--- src/rtl/mc_ctrl_pkg.sv ---
// Shared encodings for the RV32I multi-cycle control sequencer:
// FSM states, opcodes, ALU/trap encodings and the decoded control vector.
package mc_ctrl_pkg;

  typedef enum logic [3:0] {
    S_FETCH  = 4'd0,
    S_DECODE = 4'd1,
    S_MEMADR = 4'd2,
    S_MEMRD  = 4'd3,
    S_MEMWB  = 4'd4,
    S_MEMWR  = 4'd5,
    S_EXEC   = 4'd6,
    S_EXECI  = 4'd7,
    S_ALUWB  = 4'd8,
    S_BRANCH = 4'd9,
    S_TRAP   = 4'd10
  } state_t;

  localparam logic [6:0] OP_LOAD   = 7'b0000011;
  localparam logic [6:0] OP_STORE  = 7'b0100011;
  localparam logic [6:0] OP_RTYPE  = 7'b0110011;
  localparam logic [6:0] OP_ITYPE  = 7'b0010011;
  localparam logic [6:0] OP_BRANCH = 7'b1100011;

  typedef enum logic [1:0] {
    SRCB_RS2  = 2'b00,
    SRCB_FOUR = 2'b01,
    SRCB_IMM  = 2'b10
  } srcb_t;

  typedef enum logic [1:0] {
    ALU_ADD   = 2'b00,
    ALU_BR    = 2'b01,
    ALU_FUNCT = 2'b10
  } aluop_t;

  typedef enum logic [1:0] {
    CAUSE_NONE    = 2'b00,
    CAUSE_ILLEGAL = 2'b01,
    CAUSE_TIMEOUT = 2'b10
  } cause_t;

  typedef struct packed {
    logic   pc_write;
    logic   ir_write;
    logic   iord;
    logic   mem_read;
    logic   mem_write;
    logic   mem_to_reg;
    logic   reg_write;
    logic   alu_src_a;
    srcb_t  alu_src_b;
    aluop_t alu_op;
    logic   pc_src;
  } ctrl_t;

  // States that own the memory port and can stall on mem_ready.
  function automatic logic is_mem_state(input state_t s);
    return (s == S_FETCH) || (s == S_MEMRD) || (s == S_MEMWR);
  endfunction

endpackage

--- src/rtl/mc_ctrl_outdec.sv ---
// Combinational state -> control-vector decode. FETCH and BRANCH also
// look at mem_ready / zero to qualify the IR and PC load strobes.
module mc_ctrl_outdec
  import mc_ctrl_pkg::*;
(
  input  state_t state,
  input  logic   mem_ready,
  input  logic   zero,
  output ctrl_t  ctrl
);

  always_comb begin
    ctrl = '0;
    case (state)
      S_FETCH: begin
        ctrl.mem_read  = 1'b1;
        ctrl.alu_src_b = SRCB_FOUR;
        ctrl.ir_write  = mem_ready;
        ctrl.pc_write  = mem_ready;
      end
      S_DECODE: ctrl.alu_src_b = SRCB_IMM;
      S_MEMADR: begin
        ctrl.alu_src_a = 1'b1;
        ctrl.alu_src_b = SRCB_IMM;
      end
      S_MEMRD: begin
        ctrl.mem_read = 1'b1;
        ctrl.iord     = 1'b1;
      end
      S_MEMWB: begin
        ctrl.reg_write  = 1'b1;
        ctrl.mem_to_reg = 1'b1;
      end
      S_MEMWR: begin
        ctrl.mem_write = 1'b1;
        ctrl.iord      = 1'b1;
      end
      S_EXEC: begin
        ctrl.alu_src_a = 1'b1;
        ctrl.alu_src_b = SRCB_RS2;
        ctrl.alu_op    = ALU_FUNCT;
      end
      S_EXECI: begin
        ctrl.alu_src_a = 1'b1;
        ctrl.alu_src_b = SRCB_IMM;
        ctrl.alu_op    = ALU_FUNCT;
      end
      S_ALUWB: ctrl.reg_write = 1'b1;
      S_BRANCH: begin
        ctrl.alu_src_a = 1'b1;
        ctrl.alu_src_b = SRCB_RS2;
        ctrl.alu_op    = ALU_BR;
        ctrl.pc_src    = 1'b1;
        ctrl.pc_write  = zero;
      end
      default: ;
    endcase
  end

endmodule

--- src/rtl/multicycle_ctrl_fsm.sv ---
// Multi-cycle RV32I control FSM: state register, memory-wait timeout,
// sticky trap and retired-instruction counter around mc_ctrl_outdec.
module multicycle_ctrl_fsm
  import mc_ctrl_pkg::*;
#(
  parameter int MEM_TIMEOUT = 15,
  parameter int CNT_W       = 32
) (
  input  logic             clk,
  input  logic             reset,
  input  logic [6:0]       opcode,
  input  logic             zero,
  input  logic             mem_ready,
  output logic             PCWrite,
  output logic             IRWrite,
  output logic             IorD,
  output logic             MemRead,
  output logic             MemWrite,
  output logic             MemtoReg,
  output logic             RegWrite,
  output logic             ALUSrcA,
  output logic [1:0]       ALUSrcB,
  output logic [1:0]       ALUOp,
  output logic             PCSrc,
  output logic             trap,
  output logic [1:0]       trap_cause,
  output logic [CNT_W-1:0] instr_retired
);

  localparam int WC_W = (MEM_TIMEOUT < 1) ? 1 : $clog2(MEM_TIMEOUT + 1);

  state_t           state, state_nxt;
  logic [WC_W-1:0]  wait_cnt;
  logic [CNT_W-1:0] retired;
  logic             trap_q, trap_set, retire, stall_trap;
  cause_t           cause_q, cause_nxt;
  ctrl_t            ctrl;

  // mem_ready on the limit cycle still completes, so the stall check needs !mem_ready.
  assign stall_trap = (MEM_TIMEOUT != 0) && is_mem_state(state) && !mem_ready &&
                      (wait_cnt == WC_W'(MEM_TIMEOUT));

  always_ff @(posedge clk or posedge reset) begin
    if (reset) state <= S_FETCH;
    else       state <= state_nxt;
  end

  always_comb begin
    state_nxt = state;
    trap_set  = 1'b0;
    cause_nxt = CAUSE_NONE;
    retire    = 1'b0;
    case (state)
      S_FETCH:  if (mem_ready) state_nxt = S_DECODE;
      S_DECODE: begin
        case (opcode)
          OP_LOAD, OP_STORE: state_nxt = S_MEMADR;
          OP_RTYPE:          state_nxt = S_EXEC;
          OP_ITYPE:          state_nxt = S_EXECI;
          OP_BRANCH:         state_nxt = S_BRANCH;
          default: begin
            state_nxt = S_TRAP;
            trap_set  = 1'b1;
            cause_nxt = CAUSE_ILLEGAL;
          end
        endcase
      end
      S_MEMADR: state_nxt = (opcode == OP_LOAD) ? S_MEMRD : S_MEMWR;
      S_MEMRD:  if (mem_ready) state_nxt = S_MEMWB;
      S_MEMWR: begin
        if (mem_ready) begin
          state_nxt = S_FETCH;
          retire    = 1'b1;
        end
      end
      S_EXEC, S_EXECI: state_nxt = S_ALUWB;
      S_MEMWB, S_ALUWB, S_BRANCH: begin
        state_nxt = S_FETCH;
        retire    = 1'b1;
      end
      S_TRAP:  state_nxt = S_TRAP;
      default: state_nxt = S_FETCH;
    endcase
    if (stall_trap) begin
      state_nxt = S_TRAP;
      trap_set  = 1'b1;
      cause_nxt = CAUSE_TIMEOUT;
    end
  end

  always_ff @(posedge clk or posedge reset) begin
    if (reset) begin
      wait_cnt <= '0;
      retired  <= '0;
      trap_q   <= 1'b0;
      cause_q  <= CAUSE_NONE;
    end else begin
      // Any state change is an entry into the next state, so the wait count restarts.
      if (state_nxt != state)
        wait_cnt <= '0;
      else if (is_mem_state(state) && !mem_ready && (wait_cnt != '1))
        wait_cnt <= wait_cnt + WC_W'(1);
      if (retire)
        retired <= retired + CNT_W'(1);
      if (trap_set) begin
        trap_q  <= 1'b1;
        cause_q <= cause_nxt;
      end
    end
  end

  mc_ctrl_outdec u_outdec (
    .state     (state),
    .mem_ready (mem_ready),
    .zero      (zero),
    .ctrl      (ctrl)
  );

  // Reset blanks every output combinationally, e.g. drops MemWrite mid-store.
  assign PCWrite       = !reset && ctrl.pc_write;
  assign IRWrite       = !reset && ctrl.ir_write;
  assign IorD          = !reset && ctrl.iord;
  assign MemRead       = !reset && ctrl.mem_read;
  assign MemWrite      = !reset && ctrl.mem_write;
  assign MemtoReg      = !reset && ctrl.mem_to_reg;
  assign RegWrite      = !reset && ctrl.reg_write;
  assign ALUSrcA       = !reset && ctrl.alu_src_a;
  assign ALUSrcB       = reset ? 2'b00 : ctrl.alu_src_b;
  assign ALUOp         = reset ? 2'b00 : ctrl.alu_op;
  assign PCSrc         = !reset && ctrl.pc_src;
  assign trap          = !reset && trap_q;
  assign trap_cause    = reset ? 2'b00 : cause_q;
  assign instr_retired = reset ? '0 : retired;

endmodule

--- config.mk ---
export PLATFORM = sky130hd
export DESIGN_NAME = multicycle_ctrl_fsm
export DESIGN_NICKNAME = d
export VERILOG_FILES = /design/src/rtl/mc_ctrl_pkg.sv /design/src/rtl/mc_ctrl_outdec.sv /design/src/rtl/multicycle_ctrl_fsm.sv
export SDC_FILE = /design/constraint.sdc
export NUM_CORES = 1
export LEC_CHECK = 0
export BUFFER_PORTS_ARGS = -buffer_cell sky130_fd_sc_hd__buf_2
export CORE_ASPECT_RATIO = 0.75
export CORE_MARGIN = 1.5
export CORE_UTILIZATION = 54
export CTS_CLUSTER_SIZE = 10
export DETAILED_ROUTE_END_ITERATION = 8
export HOLD_SLACK_MARGIN = 0.03
export PLACE_DENSITY = 0.87
export SYNTH_ARGS = -nofsm -noshare
export SYNTH_HDL_FRONTEND = slang
export SYNTH_SLANG_ARGS = --single-unit
--- constraint.sdc ---
create_clock -name clk -period 2.8 [get_ports clk]
set_clock_uncertainty 0.1 [all_clocks]
set_input_delay 0.28 -clock clk [delete_from_list [all_inputs] [get_ports clk]]
set_output_delay 0.28 -clock clk [all_outputs]
set_load 0.01 [all_outputs]
# [After elaboration in Yosys (flattened, before gate mapping)]
# Index checks and enable logic that the tools add are counted.
[totals] reg_bits=43 inputBits=11 out_inout_bits=48 elab_cells=85
[classes] addsub=2 eq_ne=18 muxes=32 reduce_logical=28
[ops] operator="adder 32 x 1 -> 32 bit (second input constant)" count=1
[ops] operator="two-way mux 32 bit" count=1
[ops] operator="case mux 4 bit (7 select lines)" count=1
[ops] operator="two-way mux 4 bit" count=6
[ops] operator="equality test 4 x 3 -> 1 bit (second input constant)" count=4
[ops] operator="equality test 4 bit (second input constant)" count=4
[ops] operator="case mux 4 bit (4 select lines)" count=1
[ops] operator="equality test 7 x 6 -> 1 bit (second input constant)" count=2
[ops] operator="two-way mux 1 bit" count=14
[ops] operator="logical AND 1 bit" count=13
[ops] operator="OR reduction 2 bit" count=5
[ops] operator="equality test 4 x 2 -> 1 bit (second input constant)" count=2
[ops] operator="two-way mux 2 bit" count=4
[ops] operator="case mux 2 bit (2 select lines)" count=2
[ops] operator="equality test 7 x 2 -> 1 bit (second input constant)" count=1
[ops] operator="equality test 7 x 5 -> 1 bit (second input constant)" count=1
[ops] operator="equality test 7 bit (second input constant)" count=1
[ops] operator="OR reduction 3 bit" count=2
[ops] operator="OR reduction 5 bit" count=1
[ops] operator="adder 4 x 1 -> 4 bit (second input constant)" count=1
[ops] operator="equality test 4 x 1 -> 1 bit (second input constant)" count=1
[ops] operator="logical NOT 4 bit" count=1
[ops] operator="!= test 4 bit" count=1
[ops] operator="!= test 4 bit (second input constant)" count=1
[ops] operator="6 further kinds" count=9

# [Longest topological paths before layout]
[logic_depth] word_depth=8 ltp_mapped=7 mapped_depth_nobuf=7

# [Modules after synthesis]
# Synthesis repeated with hierarchy kept, for this count alone.
[unflattened] hier_cells=297 hier_area_um2=2758.9
[by_module_without_submodules] module="multicycle_ctrl_fsm" n_inst=1 cells_per_inst=270 area_each_um2=2566.2 seq_area_each_um2=1076.0
[by_module_without_submodules] module="mc_ctrl_outdec" n_inst=1 cells_per_inst=27 area_each_um2=192.7 seq_area_each_um2=0.0

# [Worst setup path after synthesis]
# Ideal clock, no wire load.
[synth_timing] path_type="input to output" startpoint="input reset" endpoint="output PCWrite" arrival_ns=2.168 path_slack_ns=0.252 path_stages=5 path_buffers=0 cell_sequence="inv_1 -> nand3_1 -> nor3_1 -> and2_1 -> a21o_1"
[synth_between] elab_chain_cells=2
[synth_lines] element="start: declaration" line="multicycle_ctrl_fsm.sv:10" source="input logic reset,"
[synth_lines] element="logical NOT 1 bit" line="multicycle_ctrl_fsm.sv:120" source="assign PCWrite = !reset && ctrl.pc_write;"
[synth_lines] element="logical AND 1 bit" line="multicycle_ctrl_fsm.sv:120"
[synth_lines] element="end: declaration" line="multicycle_ctrl_fsm.sv:14" source="output logic PCWrite,"
# Every way passes these cells.

# [Worst setup path in the final report]
[layout_timing] startpoint="register state[1]" endpoint="register wait_cnt[1]"
[layout_between] elab_chain_cells=8
[layout_lines] element="start: declaration" line="multicycle_ctrl_fsm.sv:32" source="state_t state, state_nxt;"
[layout_lines] element="start signal: assignment" line="multicycle_ctrl_fsm.sv:45" source="else state <= state_nxt;"
[layout_lines] element="parallel branches: the longest is 8 deep, another holds case mux 4 bit (7 select lines)"
[layout_lines] element="end signal: assignment" line="multicycle_ctrl_fsm.sv:102" source="wait_cnt <= wait_cnt + WC_W'(1);"
[layout_lines] element="end: declaration" line="multicycle_ctrl_fsm.sv:33" source="logic [WC_W-1:0] wait_cnt;"
# Several ways; the timed one is not identified.
# A chain may end at the register's enable or synchronous reset.

==> impl_metrics.toml <==
[status]
status = "complete, no violations"

[worst_setup_path]
crit_arrival_ps = 2640
worstPathRequired_ps = 2880
worstSetupPathType = "reg2reg"
end_kind = "flop"
startpoint_type = "flop"
path_max_fanout = 16

[place]
dp_slack_ps = 276
placedCellCount = 394
gp_congestion = 0.893
portBuffers = 58
dp_hpwl_mm = 4.25

[logic_synthesis]
synth_compound_area_share_pct = 7.79
syn_nets = 300
avgSynthCellArea_um2 = 9.34
yosys_warnings = 0
synth_top_family_by_area = "simple AND/OR/NAND/NOR gates"
synthMuxAreaShare_pct = 1.17
yosysUniqueCellTypes = 55
synth.most_common_cell = "dfrtp_1"
synth_top_cell_by_area = "dfrtp_1"
synthTopCellsByArea = "dfrtp_1 (40%), xnor2_1 (8.8%), nor2b_1 (7.5%), nand3_1 (3.2%), nor2_1 (3.1%)"
yosysTopAreaCellShare_pct = 40.1
synthTopCellsByCount = "dfrtp_1 (43), nor2b_1 (32), xnor2_1 (27), nor2_1 (22), nand2_1 (18)"
netlist_area_mm2 = 0.00268
synth_cells = 287
synth-adder-area-share_pct = 0.933
synthSimpleGateAreaFrac_pct = 34.3
ys_ff_latch = 43
ys_seq_area_share_pct = 40.1
ys_async_sr_fraction_pct = 100
synth_xor_area_share_pct = 11.7
synth_top_flop_cell = "dfrtp_1"
synth-edff-count = 0

[sta]
max_freq_mhz = 390
rsz0062_at_grt = "no"
slew_headroom_pct = 55.6
fin_crit_ps = 2560
period_share_pct = 91.6
finalSetupTns_ps = 0
drv_slew = 0
setup_viol = 0
layout_setup_ws_ps = 236
tightest_slew_ps = 657
hold_viol = 0

[clock_tree]
htree_levels = 2
cts-resized-gates = 0
clockBufferDepth = 2
cts_tree = "yes"
numClockSinks = 43
cts_root_buffer = "clkbuf_8"
cts_made_buffers = 5
postCtsHoldBufs = 0
cts_setup_buffers = 0
clk_pin_slew_worst_paths_ps = 90
clkLatencyLatePin_ps = 300

[power]
finalPower_mw = 1.08
power.leakage_nw = 1.59
powerDensity_mw_per_mm2 = 346
switchingPower_uw = 262
intPower_uw = 813
p_sw_share_pct = 24.4
p_clk_share_pct = 37.7
vdd_drop_max_mv = 0.293
pwr-share-comb_pct = 4.6
seqPwrFrac_pct = 57.7

[detailed_routing]
vias = 2279
drt_first_pass_iters = 5
wl_per_cell_um = 14.2
wirelength_mm = 5.70
route.detailed.drc = 0
drt_iter0_markers = 220
viasPerCell = 5.67
antenna_left = 0

[floorplan]
core_mm2 = 0.00462
fp.dieH_um = 64.0
row_count = 21
start_util_pct = 58.0
dieArea_mm2 = 0.00540
pin_count = 59
die_w_um = 84.4

[layout]
area_delta_synth_final_pct = 15.8
finalNonFillerCells = 402
nNetsFinal = 357
utilization_pct = 67.2
nFillCells = 376
diodes = 0
drive_above_1_share_pct = 24.1

[global_routing]
antenna_found_initial = 0
grt_usage_pct = 22.6
grt_busiest_layer = "met2"
grt_max_degree = 44
grt_use_met2_pct = 34.7
met1_usage_pct = 32.6
grt_pass1_wl_mm = 9.69
first_global_vias = 2122
grt_overflow = 0
met3_usage_pct = 4.52

[run]
cap_violations = 0

[min_path]
hold_path.class = "in2async"
[layout make-up]
type,count,area [um^2],share of cell area (%)
Multi-Input combinational cell,218,1500,48.3
Sequential cell,43,1080,34.6
Timing Repair Buffer,60,305,9.83
Tap cell,57,71.3,2.30
Clock buffer,5,68.8,2.22
Inverter,16,60.1,1.93
Clock inverter,3,23.8,0.766
[registers in the layout (all words and copies together), names as in the netlist]
| signal | count |
|---|---|
| trap_q | 1 |
| wait_cnt | 4 |
| retired | 32 |
| state | 4 |
| cause_q | 2 |
[metal layers]
metal	part of all wire, %	vias up
met1	47	1080
li1	-	1109
met2	45	83
met3	7.3	7
met4	1.0	0
met5	0	-
[worst max-delay path, stage by stage, from the launching register on]
cell and delay, ps:
dfrtp_1 590, or4_1 630, o22ai_2 330, a222oi_1 190, and2_0 200, a32oi_2 300, nor3b_1 90
[cells by family after synthesis]
family	Yosys count
buffers and inverters	26
AO/OA/AOI/OAI	29
XOR/XNOR	35
multiplexers	3
flip-flops	43
adder cells (fa/ha/maj)	2
AND/OR/NAND/NOR	149
[worst paths after layout]
check / slack [ps] / end / from / cells past startpoint
worst max register to register: 240 / wait_cnt[1] / state[1] / 6
max in group asynchronous: 2050 / wait_cnt[0] / reset / 3
worst max-delay path: 240 / wait_cnt[1] / state[1] / 6
worst min register to register: 380 / trap_q / trap_q / 1
min in group clk: 300 / state[1] / opcode[5] / 4
worst min-delay path: 160 / state[3] / reset / 3
[layout by cell type (no fill, tap or decap), drive strengths merged, types with 3 or more instances in the layout]
master / synthesis / routed
buf: 4 / 60
dfrtp: 43 / 43
nor2b: 32 / 32
xnor2: 28 / 28
nor2: 22 / 22
nand2: 18 / 18
nand3: 17 / 17
inv: 16 / 17
and3: 10 / 10
nor3: 9 / 9
nand4: 8 / 8
xor2: 7 / 7
a21oi: 7 / 7
o21ai: 5 / 5
clkbuf: 6 / 5
and2: 5 / 5
nor4b: 5 / 5
nor4: 4 / 4
nand2b: 3 / 3
nor3b: 3 / 3
and3b: 3 / 3
o211ai: 3 / 3
[metrics by stage]
step                area (um^2)  hold slack, ps
finish                     3110             165
floorplan                  2680             330
global route               3110             259
CTS                        3110             195
global placement           3010             358
detailed placement         3010             360
[power by group through the flow]
stage	clock network, mW	registers (mW)	logic, mW
floorplan	0	0.633	0.0263
global placement	0	0.633	0.0491
detailed placement	0	0.633	0.0502
CTS	0.412	0.620	0.0503
global route	0.440	0.620	0.0563
finish	0.406	0.620	0.0490
No activity file was read; power rests on OpenSTA's default activity.
